[src/rtl/nn_pkg.sv]
// Constants and types shared by the input loader and the hidden layer.
package nn_pkg;

  localparam int unsigned NUM_INPUTS = 37;
  localparam int unsigned DATA_W     = 8;
  localparam logic [DATA_W-1:0] BIAS_VALUE = 8'd1;

  typedef enum logic [1:0] {
    IDLE,
    FILL,
    FULL,
    RESYNC
  } loader_state_t;

endpackage

[src/rtl/pixel_bank.sv]
// One frame worth of pixel registers: indexed byte write, whole-frame flat read.
module pixel_bank #(
  parameter int unsigned NUM_PIXELS = 36,
  parameter int unsigned DATA_W     = 8,
  parameter int unsigned IDX_W      = $clog2(NUM_PIXELS)
) (
  input  logic                         clk,
  input  logic                         rst_n,
  input  logic                         we,
  input  logic [IDX_W-1:0]             idx,
  input  logic [DATA_W-1:0]            data,
  output logic [NUM_PIXELS*DATA_W-1:0] rd_data
);

  logic [NUM_PIXELS-1:0][DATA_W-1:0] mem;

  // Comparator per entry keeps writes in range for any idx value.
  always_ff @(posedge clk or negedge rst_n) begin
    if (!rst_n) begin
      mem <= '0;
    end else begin
      for (int unsigned i = 0; i < NUM_PIXELS; i++) begin
        if (we && (idx == IDX_W'(i))) begin
          mem[i] <= data;
        end
      end
    end
  end

  assign rd_data = mem;

endmodule

[src/rtl/input_frame_loader.sv]
// Deserialises a pixel stream into double-buffered frames and presents each
// frame, with the bias byte on top, as one flat vector to the hidden layer.
module input_frame_loader import nn_pkg::*; #(
  parameter int unsigned NUM_PIXELS = nn_pkg::NUM_INPUTS - 1,
  parameter int unsigned DATA_W     = nn_pkg::DATA_W,
  parameter logic [DATA_W-1:0] BIAS_VALUE = nn_pkg::BIAS_VALUE
) (
  input  logic                             clk,
  input  logic                             rst_n,
  input  logic [DATA_W-1:0]                pix_data,
  input  logic                             pix_valid,
  input  logic                             pix_last,
  output logic                             pix_ready,
  output logic [(NUM_PIXELS+1)*DATA_W-1:0] frame_data,
  output logic                             frame_valid,
  input  logic                             frame_ready,
  output logic                             frame_err
);

  localparam int unsigned IDX_W    = $clog2(NUM_PIXELS);
  localparam int unsigned PIX_BITS = NUM_PIXELS * DATA_W;

  loader_state_t        state;
  logic [IDX_W-1:0]     idx;
  logic                 bank_sel;   // index of the bank currently being filled
  logic                 beat;
  logic                 xfer;
  logic                 at_last;
  logic                 bank_we;
  logic [PIX_BITS-1:0]  bank0_rd;
  logic [PIX_BITS-1:0]  bank1_rd;

  assign beat    = pix_valid && pix_ready;
  assign xfer    = frame_valid && frame_ready;
  assign at_last = (idx == IDX_W'(NUM_PIXELS - 1));
  assign bank_we = beat && (state == FILL);

  pixel_bank #(
    .NUM_PIXELS (NUM_PIXELS),
    .DATA_W     (DATA_W),
    .IDX_W      (IDX_W)
  ) u_bank0 (
    .clk     (clk),
    .rst_n   (rst_n),
    .we      (bank_we && !bank_sel),
    .idx     (idx),
    .data    (pix_data),
    .rd_data (bank0_rd)
  );

  pixel_bank #(
    .NUM_PIXELS (NUM_PIXELS),
    .DATA_W     (DATA_W),
    .IDX_W      (IDX_W)
  ) u_bank1 (
    .clk     (clk),
    .rst_n   (rst_n),
    .we      (bank_we && bank_sel),
    .idx     (idx),
    .data    (pix_data),
    .rd_data (bank1_rd)
  );

  // The presented bank is never the write target, so frame_data holds while stalled.
  assign frame_data = {BIAS_VALUE, (bank_sel ? bank0_rd : bank1_rd)};

  // Loader FSM: frame_valid doubles as the present-bank occupancy flag, FULL as fill-bank full.
  always_ff @(posedge clk or negedge rst_n) begin
    if (!rst_n) begin
      state       <= IDLE;
      idx         <= '0;
      bank_sel    <= 1'b0;
      pix_ready   <= 1'b0;
      frame_valid <= 1'b0;
      frame_err   <= 1'b0;
    end else begin
      frame_err <= 1'b0;
      case (state)
        IDLE: begin
          state     <= FILL;
          pix_ready <= 1'b1;
        end

        FILL: begin
          if (xfer) begin
            frame_valid <= 1'b0;
          end
          if (beat) begin
            idx <= idx + IDX_W'(1);
            if (at_last && pix_last) begin
              idx <= '0;
              if (!frame_valid || frame_ready) begin
                bank_sel    <= ~bank_sel;
                frame_valid <= 1'b1;
              end else begin
                state     <= FULL;
                pix_ready <= 1'b0;
              end
            end else if (pix_last) begin
              idx       <= '0;
              frame_err <= 1'b1;
            end else if (at_last) begin
              idx       <= '0;
              frame_err <= 1'b1;
              state     <= RESYNC;
            end
          end
        end

        FULL: begin
          if (xfer) begin
            bank_sel  <= ~bank_sel;
            state     <= FILL;
            pix_ready <= 1'b1;
          end
        end

        RESYNC: begin
          if (xfer) begin
            frame_valid <= 1'b0;
          end
          if (beat && pix_last) begin
            state <= FILL;
            idx   <= '0;
          end
        end

        default: begin
          state     <= IDLE;
          pix_ready <= 1'b0;
        end
      endcase
    end
  end

endmodule

[config.mk]
export PLATFORM = sky130hd
export DESIGN_NAME = input_frame_loader
export DESIGN_NICKNAME = d
export VERILOG_FILES = /design/src/rtl/nn_pkg.sv /design/src/rtl/pixel_bank.sv /design/src/rtl/input_frame_loader.sv
export SDC_FILE = /design/constraint.sdc
export NUM_CORES = 1
export LEC_CHECK = 0
export BUFFER_PORTS_ARGS = -buffer_cell sky130_fd_sc_hd__buf_2
export CORE_MARGIN = 5
export CORE_UTILIZATION = 50
export CTS_CLUSTER_SIZE = 24
export DETAILED_ROUTE_END_ITERATION = 10
export HOLD_SLACK_MARGIN = 0.03
export PLACE_DENSITY = 0.73
export SETUP_SLACK_MARGIN = 0.02
export SLEW_MARGIN = 20
export SYNTH_ARGS = -nofsm -noshare
export SYNTH_HDL_FRONTEND = slang
export SYNTH_SLANG_ARGS = --single-unit
[constraint.sdc]
create_clock -name clk -period 6.05 [get_ports clk]
set_input_delay 1.21 -clock clk [delete_from_list [all_inputs] [get_ports clk]]
set_output_delay 1.21 -clock clk [all_outputs]
set_load 0.05 [all_outputs]
==> impl_metrics.yaml <==
synthesis:
  async_flop_share_pct: 100.0
  synth-compound-area-share_pct: 0.5199
  synth_xor_area_share_pct: 0.06617
  avgSynthCellArea_um2: 15.14
  synth_seq_cells: 588
  synth_cells: 1749
  syn_area_um2: 26470
  synth.distinct_cells: 48
  synthFlopType: "dfrtp_1"
  synthMuxAreaShare_pct: 36.87
  synthAdderAreaFrac_pct: 0.1891
  synthSimpleGateAreaFrac_pct: 4.438
  yosysSeqAreaShare_pct: 55.58
  synth_edf_count: 0
  synth_top_family_by_area: "multiplexers"
  ys_warn_count: 0
final_layout:
  n_antenna_cell: 0
  final_core_util_pct: 58.17
  final_common_cell: "mux2_2"
  layout_common_cells: "mux2_2 (855), dfrtp_1 (587), buf_2 (299)"
  layout-drive-gt1-share_pct: 66.08
  nets: 2027
  nFillCells: 4163
  synthToLayoutAreaGrowth_pct: 15.47
  stdcell_count: 2746
sta:
  tightest_slew_ps: 1115
  max_freq_ghz: 0.2277
  hold_viol_final: 0
  setup_tns_ps: 0
  finClkSkew_ps: 19.93
  slew_viol_final: 0
  whs_ps: 495.9
  setup_violations: 0
  period_share_pct: 72.58
  slew_headroom_pct: 25.68
  period_minus_slack_ps: 4391
  rsz0062_at_grt: "false"
power_and_ir_drop:
  combinationalPowerShare_pct: 6.2
  irDropWorstVdd_uv: 200.7
  p_switching_mw: 1.974
  power_frac_clock_pct: 43.8
  p_int_mw: 6.527
  swShare_pct: 23.22
  power_density_nw_per_um2: 278.1
  seqPwrFrac_pct: 50.0
  leakage_nw: 16.51
die:
  row_count: 84
  start_util_pct: 50.38
  die_h_um: 240.1
  boundaryPins: 312
  dieArea_um2: 57650
  die_x_um: 240.1
  coreArea_um2: 52550
route:
  first_iter_violations: 612
  totalWireLength_mm: 66.04
  via_per_inst: 5.583
  vias: 15330
  drc_errors: 0
  antenna_left: 0
  avgRoutedWirePerCell_um: 24.05
  dr.pass1.iters: 5
placement:
  placed_cells: 2636
  gp_congestion: 0.7745
  port_buffers: 303
  dp_hpwl_mm: 41.81
setup_path:
  arrival_ps: 3180
  crit_fanout: 138
  required_ps: 4840
  rr_startpoint: "bank_sel"
  endpoint_kind: "primary output"
  crit_type: "reg2out"
  startpoint: "bank_sel"
  cp-start-kind: "register"
clocking:
  clk_pin_slew_ps: 60
  cts_tree: "built"
  cts_max_path_buffers: 3
  htreeDepth: 2
  cts_hold_buf: 0
  postCtsResizedCells: 0
  cts_buffers: 60
  clock-sinks: 588
  post-cts-setup-buffer-count: 0
  clock_latency_ps: 600
  clockRootBuffer: "clkbuf_16"
worst_hold_path:
  hp-class: "reg2reg"
  min-delay-start: "u_bank1.rd_data[278]"
global_route:
  grt_first_pass_wirelength_mm: 101.9
  grt_max_degree: 169
  overflow: 0
  grt_pass1_vias: 16600
  track_usage_pct: 22.83
  antenna_found_initial: 1
job:
  cap_violations: 0
run_status:
  status: "completed"
-- routing by layer --
metal  vias up  GRT usage [%]  share of wire [%]
met1      8149          30.70                 43
met4         2          5.038                2.2
met3        92          5.047                5.4
li1       6788              -                  -
met5         -              0              0.018
met2       301          38.46                 50
-- registers in the layout (all words and copies together), names as in the netlist --
| signal | flops |
|---|---|
| u_bank0.rd_data | 288 |
| u_bank1.rd_data | 288 |
| idx | 6 |
| state | 2 |
| bank_sel | 1 |
| frame_err | 1 |
| frame_valid | 1 |
| pix_ready | 1 |
-- cell type report --
cell class	count	area (um2)	share of cell area, %
flip-flops and latches	588	14720	48.15
multi-input cells	1031	11190	36.61
clock buffers	89	1842	6.025
repair buffers	324	1769	5.788
well taps	688	860.8	2.816
clock inverters	21	170.2	0.5567
inverters	5	18.77	0.06140
-- power groups by stage --
stage               clock network (mW)  registers, mW  logic (mW)
floorplan                            0           4.28       0.350
global placement                     0           4.30       0.520
detailed placement                   0           4.32       0.538
CTS                               3.80           4.25       0.540
global route                      3.96           4.28       0.582
finish                            3.72           4.25       0.525
-- stage by stage --
| step | area, um2 | worst slack (ps) | total power, mW |
|---|---|---|---|
| finish | 30570 | 1659 | 8.501 |
| global placement | 28530 | 1563 | 4.824 |
| detailed placement | 28560 | 2138 | 4.862 |
| global route | 30570 | 1583 | 8.816 |
| CTS | 30570 | 1682 | 8.590 |
| floorplan | 26500 | 3117 | 4.634 |
-- Yosys cell counts, types with 5 or more instances --
master | count | area, um2
nand3_1 | 15 | 75.07
nor2_2 | 22 | 137.6
clkbuf_1 | 93 | 349.1
mux2_4 | 8 | 120.1
mux2_2 | 855 | 9628
inv_1 | 5 | 18.77
buf_1 | 9 | 33.78
nor2_1 | 6 | 22.52
nand3_4 | 18 | 315.3
o21ai_0 | 8 | 40.04
buf_4 | 10 | 75.07
nand4_2 | 6 | 75.07
nand2_1 | 22 | 82.58
nand4_1 | 5 | 31.28
nor2_8 | 10 | 200.2
dfrtp_1 | 588 | 14710
buf_2 | 14 | 70.07
-- path summary, 6_finish.rpt --
path	cells past startpoint	end	slack, ps
worst max register to register	4	u_bank0.rd_data[30]	2280
min in group asynchronous	1	u_bank0.rd_data[99]	560
worst min-delay path	1	u_bank1.rd_data[278]	500
worst max-delay path	3	frame_data[142]	1660
worst min register to register	1	u_bank1.rd_data[278]	500
max in group asynchronous	2	bank_sel	4030
-- logic make-up (layout without fill, tap and decap cells) --
kind of cell             after synthesis  in the layout
adder cells (fa/ha/maj)                4              4
AND/OR/NAND/NOR                      132            132
AO/OA/AOI/OAI                         21             21
buffers and inverters                136            439
other                                  2              8
flip-flops                           588            588
multiplexers                         864            864
XOR/XNOR                               2              2
-- critical path: stages (launching register included) --
cell and delay (ps):
dfrtp_4 1030, buf_12 550, mux2_2 430, buf_2 230
Power figures use the tool's default switching activity.
